### src/rtl/mlp_seq_engine.sv
// mlp_seq_engine: time-multiplexed N_IN -> N_HID -> 1 MLP, Q8.8, one shared MAC,
// runtime-loadable weight/bias register file, valid/ready on input and output.
module mlp_seq_engine #(
    parameter int N_IN  = 3,
    parameter int N_HID = 4,
    parameter int DW    = 16,
    parameter int FRAC  = 8,
    parameter int ACC_W = 40,
    parameter int AW    = 5
) (
    input  logic               clk,
    input  logic               rst,
    input  logic               cfg_we,
    input  logic [AW-1:0]      cfg_addr,
    input  logic [DW-1:0]      cfg_wdata,
    output logic               cfg_err,
    input  logic               in_valid,
    output logic               in_ready,
    input  logic [N_IN*DW-1:0] in_data,
    output logic               out_valid,
    input  logic               out_ready,
    output logic [DW-1:0]      out_raw,
    output logic [DW-1:0]      out_result,
    output logic               busy
);

    localparam int DEPTH = N_HID*(N_IN+1) + N_HID + 1;
    localparam int NMAX  = (N_IN > N_HID) ? N_IN : N_HID;
    localparam int CNW   = (NMAX  > 1) ? $clog2(NMAX)  : 1;
    localparam int HIW   = (N_HID > 1) ? $clog2(N_HID) : 1;
    localparam int XW    = (N_IN  > 1) ? $clog2(N_IN)  : 1;

    localparam logic [2:0] S_IDLE = 3'd0;
    localparam logic [2:0] S_HMAC = 3'd1;
    localparam logic [2:0] S_HACT = 3'd2;
    localparam logic [2:0] S_OMAC = 3'd3;
    localparam logic [2:0] S_OACT = 3'd4;
    localparam logic [2:0] S_DONE = 3'd5;

    localparam logic signed [ACC_W-1:0] SMAX = {{(ACC_W-DW+1){1'b0}}, {(DW-1){1'b1}}};
    localparam logic signed [ACC_W-1:0] SMIN = {{(ACC_W-DW+1){1'b1}}, {(DW-1){1'b0}}};
    localparam logic signed [DW:0]      ONEX = (DW+1)'(1 << FRAC);
    localparam logic signed [DW:0]      HALFX = (DW+1)'(1 << (FRAC-1));
    localparam logic [DW-1:0]           ONE  = DW'(1 << FRAC);
    localparam logic [DW-1:0]           HALF = DW'(1 << (FRAC-1));

    logic [2:0]                state;
    logic [CNW-1:0]            cnt;
    logic [HIW-1:0]            h;
    logic signed [ACC_W-1:0]   acc;
    logic signed [DW-1:0]      wmem [DEPTH];
    logic signed [DW-1:0]      hid  [N_HID];
    logic signed [DW-1:0]      x    [N_IN];
    logic [AW-1:0]             waddr;
    logic [AW-1:0]             baddr;
    logic signed [DW-1:0]      mac_a;
    logic signed [DW-1:0]      mac_b;
    logic signed [2*DW-1:0]    prod;
    logic signed [ACC_W-1:0]   prod_ext;
    logic signed [ACC_W-1:0]   bias_ext;
    logic signed [DW-1:0]      act_y;
    logic                      last_h;

    // arithmetic shift by FRAC, clamp to the signed DW range
    function automatic logic signed [DW-1:0] sat(input logic signed [ACC_W-1:0] a);
        logic signed [ACC_W-1:0] s;
        s = a >>> FRAC;
        if (s > SMAX)      s = SMAX;
        else if (s < SMIN) s = SMIN;
        return s[DW-1:0];
    endfunction

    // hard sigmoid: clamp(0.5 + x/4, 0, 1)
    function automatic logic signed [DW-1:0] act(input logic signed [DW-1:0] v);
        logic signed [DW:0] y;
        y = $signed({v[DW-1], v}) >>> 2;
        y = y + HALFX;
        if (y < 0)         y = '0;
        else if (y > ONEX) y = ONEX;
        return y[DW-1:0];
    endfunction

    assign in_ready  = (state == S_IDLE);
    assign busy      = (state != S_IDLE);
    assign out_valid = (state == S_DONE);
    assign last_h    = (h == HIW'(N_HID-1));

    // shared MAC operand selection and bias address for the next accumulation
    always_comb begin
        waddr = '0;
        baddr = '0;
        mac_b = '0;
        case (state)
            S_IDLE: baddr = AW'(N_IN);
            S_HMAC: begin
                waddr = AW'(h) * AW'(N_IN+1) + AW'(cnt);
                mac_b = x[cnt[XW-1:0]];
            end
            S_HACT: baddr = last_h ? AW'(DEPTH-1)
                                   : (AW'(h) + AW'(1)) * AW'(N_IN+1) + AW'(N_IN);
            S_OMAC: begin
                waddr = AW'(N_HID*(N_IN+1)) + AW'(cnt);
                mac_b = hid[cnt[HIW-1:0]];
            end
            default: ;
        endcase
        mac_a    = wmem[waddr];
        prod     = mac_a * mac_b;
        prod_ext = {{(ACC_W-2*DW){prod[2*DW-1]}}, prod};
        bias_ext = {{(ACC_W-DW-FRAC){wmem[baddr][DW-1]}}, wmem[baddr], {FRAC{1'b0}}};
        act_y    = act(sat(acc));
    end

    // weight/bias register file; writes only land while idle and in range
    always_ff @(posedge clk or posedge rst) begin
        if (rst) begin
            for (int unsigned k = 0; k < DEPTH; k++) wmem[k] <= '0;
            cfg_err <= 1'b0;
        end else begin
            cfg_err <= 1'b0;
            if (cfg_we) begin
                if (state == S_IDLE && {1'b0, cfg_addr} < (AW+1)'(DEPTH))
                    wmem[cfg_addr] <= cfg_wdata;
                else
                    cfg_err <= 1'b1;
            end
        end
    end

    // sequencer: hidden neurons one at a time, then the output neuron
    always_ff @(posedge clk or posedge rst) begin
        if (rst) begin
            state      <= S_IDLE;
            cnt        <= '0;
            h          <= '0;
            acc        <= '0;
            out_raw    <= '0;
            out_result <= '0;
            for (int unsigned k = 0; k < N_HID; k++) hid[k] <= '0;
            for (int unsigned k = 0; k < N_IN; k++)  x[k]   <= '0;
        end else begin
            case (state)
                S_IDLE: if (in_valid) begin
                    for (int unsigned k = 0; k < N_IN; k++) x[k] <= in_data[k*DW +: DW];
                    acc   <= bias_ext;
                    h     <= '0;
                    cnt   <= '0;
                    state <= S_HMAC;
                end
                S_HMAC: begin
                    acc <= acc + prod_ext;
                    if (cnt == CNW'(N_IN-1)) begin
                        cnt   <= '0;
                        state <= S_HACT;
                    end else begin
                        cnt <= cnt + 1'b1;
                    end
                end
                S_HACT: begin
                    hid[h] <= act_y;
                    acc    <= bias_ext;
                    if (last_h) begin
                        state <= S_OMAC;
                    end else begin
                        h     <= h + 1'b1;
                        state <= S_HMAC;
                    end
                end
                S_OMAC: begin
                    acc <= acc + prod_ext;
                    if (cnt == CNW'(N_HID-1)) begin
                        cnt   <= '0;
                        state <= S_OACT;
                    end else begin
                        cnt <= cnt + 1'b1;
                    end
                end
                S_OACT: begin
                    out_raw    <= act_y;
                    out_result <= ($unsigned(act_y) > HALF) ? ONE : '0;
                    state      <= S_DONE;
                end
                S_DONE: if (out_ready) state <= S_IDLE;
                default: state <= S_IDLE;
            endcase
        end
    end

endmodule

### config.mk
export PLATFORM = sky130hd
export DESIGN_NAME = mlp_seq_engine
export DESIGN_NICKNAME = d
export VERILOG_FILES = /design/src/rtl/mlp_seq_engine.sv
export SDC_FILE = /design/constraint.sdc
export NUM_CORES = 2
export LEC_CHECK = 0
export ABC_AREA = 1
export CORE_MARGIN = 5
export CORE_UTILIZATION = 45
export CTS_BUF_LIST = sky130_fd_sc_hd__clkbuf_4 sky130_fd_sc_hd__clkbuf_8 sky130_fd_sc_hd__clkbuf_16
export DETAILED_ROUTE_END_ITERATION = 12
export HOLD_SLACK_MARGIN = 0.02
export PLACE_DENSITY_LB_ADDON = 0.05
export SLEW_MARGIN = 20
export SYNTH_ARGS = -nofsm -noshare
export SYNTH_HDL_FRONTEND = slang
export SYNTH_SLANG_ARGS = --single-unit
### constraint.sdc
create_clock -name clk -period 36.9 [get_ports clk]
set_input_delay 7.38 -clock clk [delete_from_list [all_inputs] [get_ports clk]]
set_output_delay 7.38 -clock clk [all_outputs]
set_load 0.03 [all_outputs]
==> impl_metrics.csv <==
group,metric,value,unit
detailed_routing,ant_nets,0,
yosys,synth.distinct_cells,57,
clock_network,clockRootBuffer,"clkbuf_16",
yosys,synthArstFlopShare,1.000,
detailed_routing,viasPerCell,5.362,
clock_network,cts.sinks,503,
cells_and_area,area_growth,9.536,%
clock_network,cts_resized,0,
yosys,syn_avg_cell_area,8.096,µm²
min_path,worstHoldPathType,"reg2reg",
yosys,postSynthCellCount,4541,
global_routing,grt_max_degree,143,
critical_path,crit_fanout,53,
yosys,synth_warnings,0,
cells_and_area,postLayoutCoreUtil,0.4983,
timing,setup_tns,0,ns
clock_network,clk_latency,0.64,ns
floorplanning,pin_count,110,
global_routing,grt.total_usage,0.2685,
detailed_routing,drt_iter0_markers,2000,
floorplanning,dieArea,87520,µm²
critical_path,critPathKind,"reg2reg",
global_routing,grt_pass1_vias,30290,
timing,hold_viol,0,
cells_and_area,drive_gt1_frac,0.05757,
timing,worstMarginPinSlew,1.077,ns
outcome,status,"finished clean",
timing,max_clock_freq,95.21,MHz
critical_path,crit_start,"state[2]$_DFFE_PP0P_",
yosys,synth_edf_count,0,
detailed_routing,drc,0,
floorplanning,fp.dieW,295.8,µm
timing,period_needed,10.50,ns
global_routing,grt-ovfl-total,0,
min_path,min-delay-start,"wmem[6]$_DFFE_PP0P_",
timing,fin_crit_sh,0.2846,
global_routing,grt_first_pass_wirelength,183000,µm
timing,setup_viol,0,
yosys,synth_ff_type,"dfrtp_1",
clock_network,cts_made_buffers,58,
critical_path,path_common_cell,"fa_1",
critical_path,reg2reg_from,"state[2]$_DFFE_PP0P_",
clock_network,cts_hold_buf,0,
critical_path,cp-start-kind,"flip-flop",
floorplanning,core_area,80810,µm²
critical_path,crit_slowest_cell,"inv_2",
detailed_routing,routed_wl,115800,µm
placement,dp_hpwl,82540,µm
critical_path,cpPeakStageDelay,0.59,ns
clock_network,post-cts-setup-buffers,0,
detailed_routing,post_drt_wl_per_cell,20.68,µm
yosys,ys_ff_latch,503,
yosys,yosysSeqAreaShare,0.3424,
clock_network,cts-htree-levels,2,
cells_and_area,fin_nets,5018,
cells_and_area,fill_cells,7999,
detailed_routing,vias,30010,
placement,place_congestion,0.9322,
floorplanning,dieHeight,295.8,µm
critical_path,cp-end-kind,"flip-flop",
clock_network,clkTransAtPathRegs,0.06,ns
critical_path,cp.required,37.35,ns
placement,numPortBuffers,92,
floorplanning,rows,104,
global_routing,antenna_found_initial,3,
timing,timing.hold.ws,0.4836,ns
timing,finalMaxSlewViolations,0,
detailed_routing,firstDrtPassIters,5,
timing,rsz0062_at_grt,"no",
timing,finClkSkew,0.05480,ns
timing,slew_headroom,0.2802,
cells_and_area,multiInputGateArea,20610,µm²
run,cap_violations,0,
clock_network,clockBufferDepth,3,
clock_network,cts_tree,"done",
critical_path,critPathArrivalTime,10.95,ns
cells_and_area,seq_area,12590,µm²
yosys,syn_area,36760,µm²
floorplanning,initial_utilization,0.4550,
[path summary, 6_finish.rpt]
kind / to / slack [ns] / depth (start not counted)
min: wmem[6]$_DFFE_PP0P_ / 0.48 / 2
max: acc[25]$_DFFE_PP0P_ / 26.40 / 32
max in group asynchronous: wmem[281]$_DFFE_PP0P_ / 26.69 / 5
min reg2reg: wmem[6]$_DFFE_PP0P_ / 0.48 / 2
min in group asynchronous: x[26]$_DFFE_PP0P_ / 7.25 / 2
max reg2reg: acc[25]$_DFFE_PP0P_ / 26.40 / 32
[cells in the mapped netlist, types with 3 or more instances]
library cell  count  share of area
or2_2             4        0.00068
buf_4            28         0.0057
buf_2            47         0.0064
o211ai_1          5         0.0010
xnor2_1           6         0.0014
a31oi_1          26         0.0044
inv_1           636          0.065
nand4_1          12         0.0020
clkinv_1          3        0.00031
o31ai_1           4        0.00082
fa_1            330           0.18
mux2_2           18         0.0055
nor2_4            3        0.00092
nor3_1           11         0.0015
buf_6             7         0.0021
inv_2            30         0.0031
o221ai_1         10         0.0024
a22o_1            6         0.0014
o21ai_0         645          0.088
ha_1            125          0.043
o21bai_1          6         0.0012
nand3_1         242          0.033
nor2_1          374          0.038
xor2_1           10         0.0024
a221oi_1          5         0.0012
buf_1             9        0.00092
nor3_2            3        0.00082
clkbuf_1        173          0.018
a22oi_1          25         0.0051
o22ai_1           8         0.0014
o21ai_1          38         0.0052
a21oi_1         242          0.033
nand3_2           5         0.0014
dfrtp_1         503           0.34
nand2_2          14         0.0024
nand2_1         900          0.092
[cells by family after synthesis]
group | synth area share
AOI/OAI and AO/OA | 0.1496
buffers and inverters | 0.1011
muxes | 0.005513
adders and majority gates | 0.2222
and+or+nand+nor | 0.1752
other | 0.0001020
DFF | 0.3424
xor gates and xnor gates | 0.003812
[layout by cell type (no fill, tap or decap), types with 6 or more instances in the layout]
cell	instances
nor3_1	11
buf_4	41
nand2_2	27
o21bai_1	6
clkinv_2	8
o221ai_1	10
mux2_2	18
clkbuf_8	19
a22oi_1	25
a22o_1	6
o22ai_1	8
xor2_1	10
inv_2	29
nor2_1	369
nand3_1	241
clkdlybuf4s50_1	92
a21oi_1	242
inv_1	635
conb_1	17
nand4_1	12
ha_1	125
dfrtp_1	502
xnor2_1	6
nand3_2	6
clkbuf_16	58
o21ai_1	38
o21ai_0	645
clkbuf_4	16
a31oi_1	26
nand2_1	886
fa_1	330
[flip-flops by register name, summed over array words and instances, names as in the netlist, 2 cells and up]
name,cells
h,2
cnt,2
out_raw,14
x,48
acc,40
state,3
hid,56
wmem,336
[layer usage]
metal | GRT usage | vias to the layer above | wire length, µm | part of all wire
li1 | - | 14310 | - | -
met5 | 0 | - | 25 | 0.00022
met2 | 0.4470 | 724 | 54410 | 0.47
met1 | 0.3804 | 14820 | 52440 | 0.45
met4 | 0.05947 | 4 | 2790 | 0.024
met3 | 0.03437 | 154 | 6087 | 0.053
[layout make-up]
class | count | area share
antenna | 2 | 0.0001243
clock buffer | 93 | 0.04552
clock inverter | 12 | 0.002703
inverter | 669 | 0.06258
multi-input combinational | 3121 | 0.5118
sequential | 503 | 0.3126
tap | 1060 | 0.03293
timing repair buffer | 136 | 0.03179
[worst max-delay path, delay by kind of cell (launching register included)]
family | cells | cell delay [ns]
compound gates | 9 | 2.20
fa+ha+maj | 7 | 3.56
buf+inv | 9 | 2.18
flops | 1 | 0.47
simple gates | 7 | 1.74
[per-stage QoR]
stage / setup slack, ns / cell area, µm² / cells
floorplan: 15.48 / 36820 / 4557
global placement: 25.76 / 38280 / 5489
detailed placement: 25.81 / 38300 / 5489
CTS: 26.42 / 40240 / 5594
global route: 25.79 / 40260 / 5594
finish: 26.40 / 40270 / 5596
Power is not shown: default switching activity piles up to over one toggle a cycle in this logic, so the estimate is an artifact.
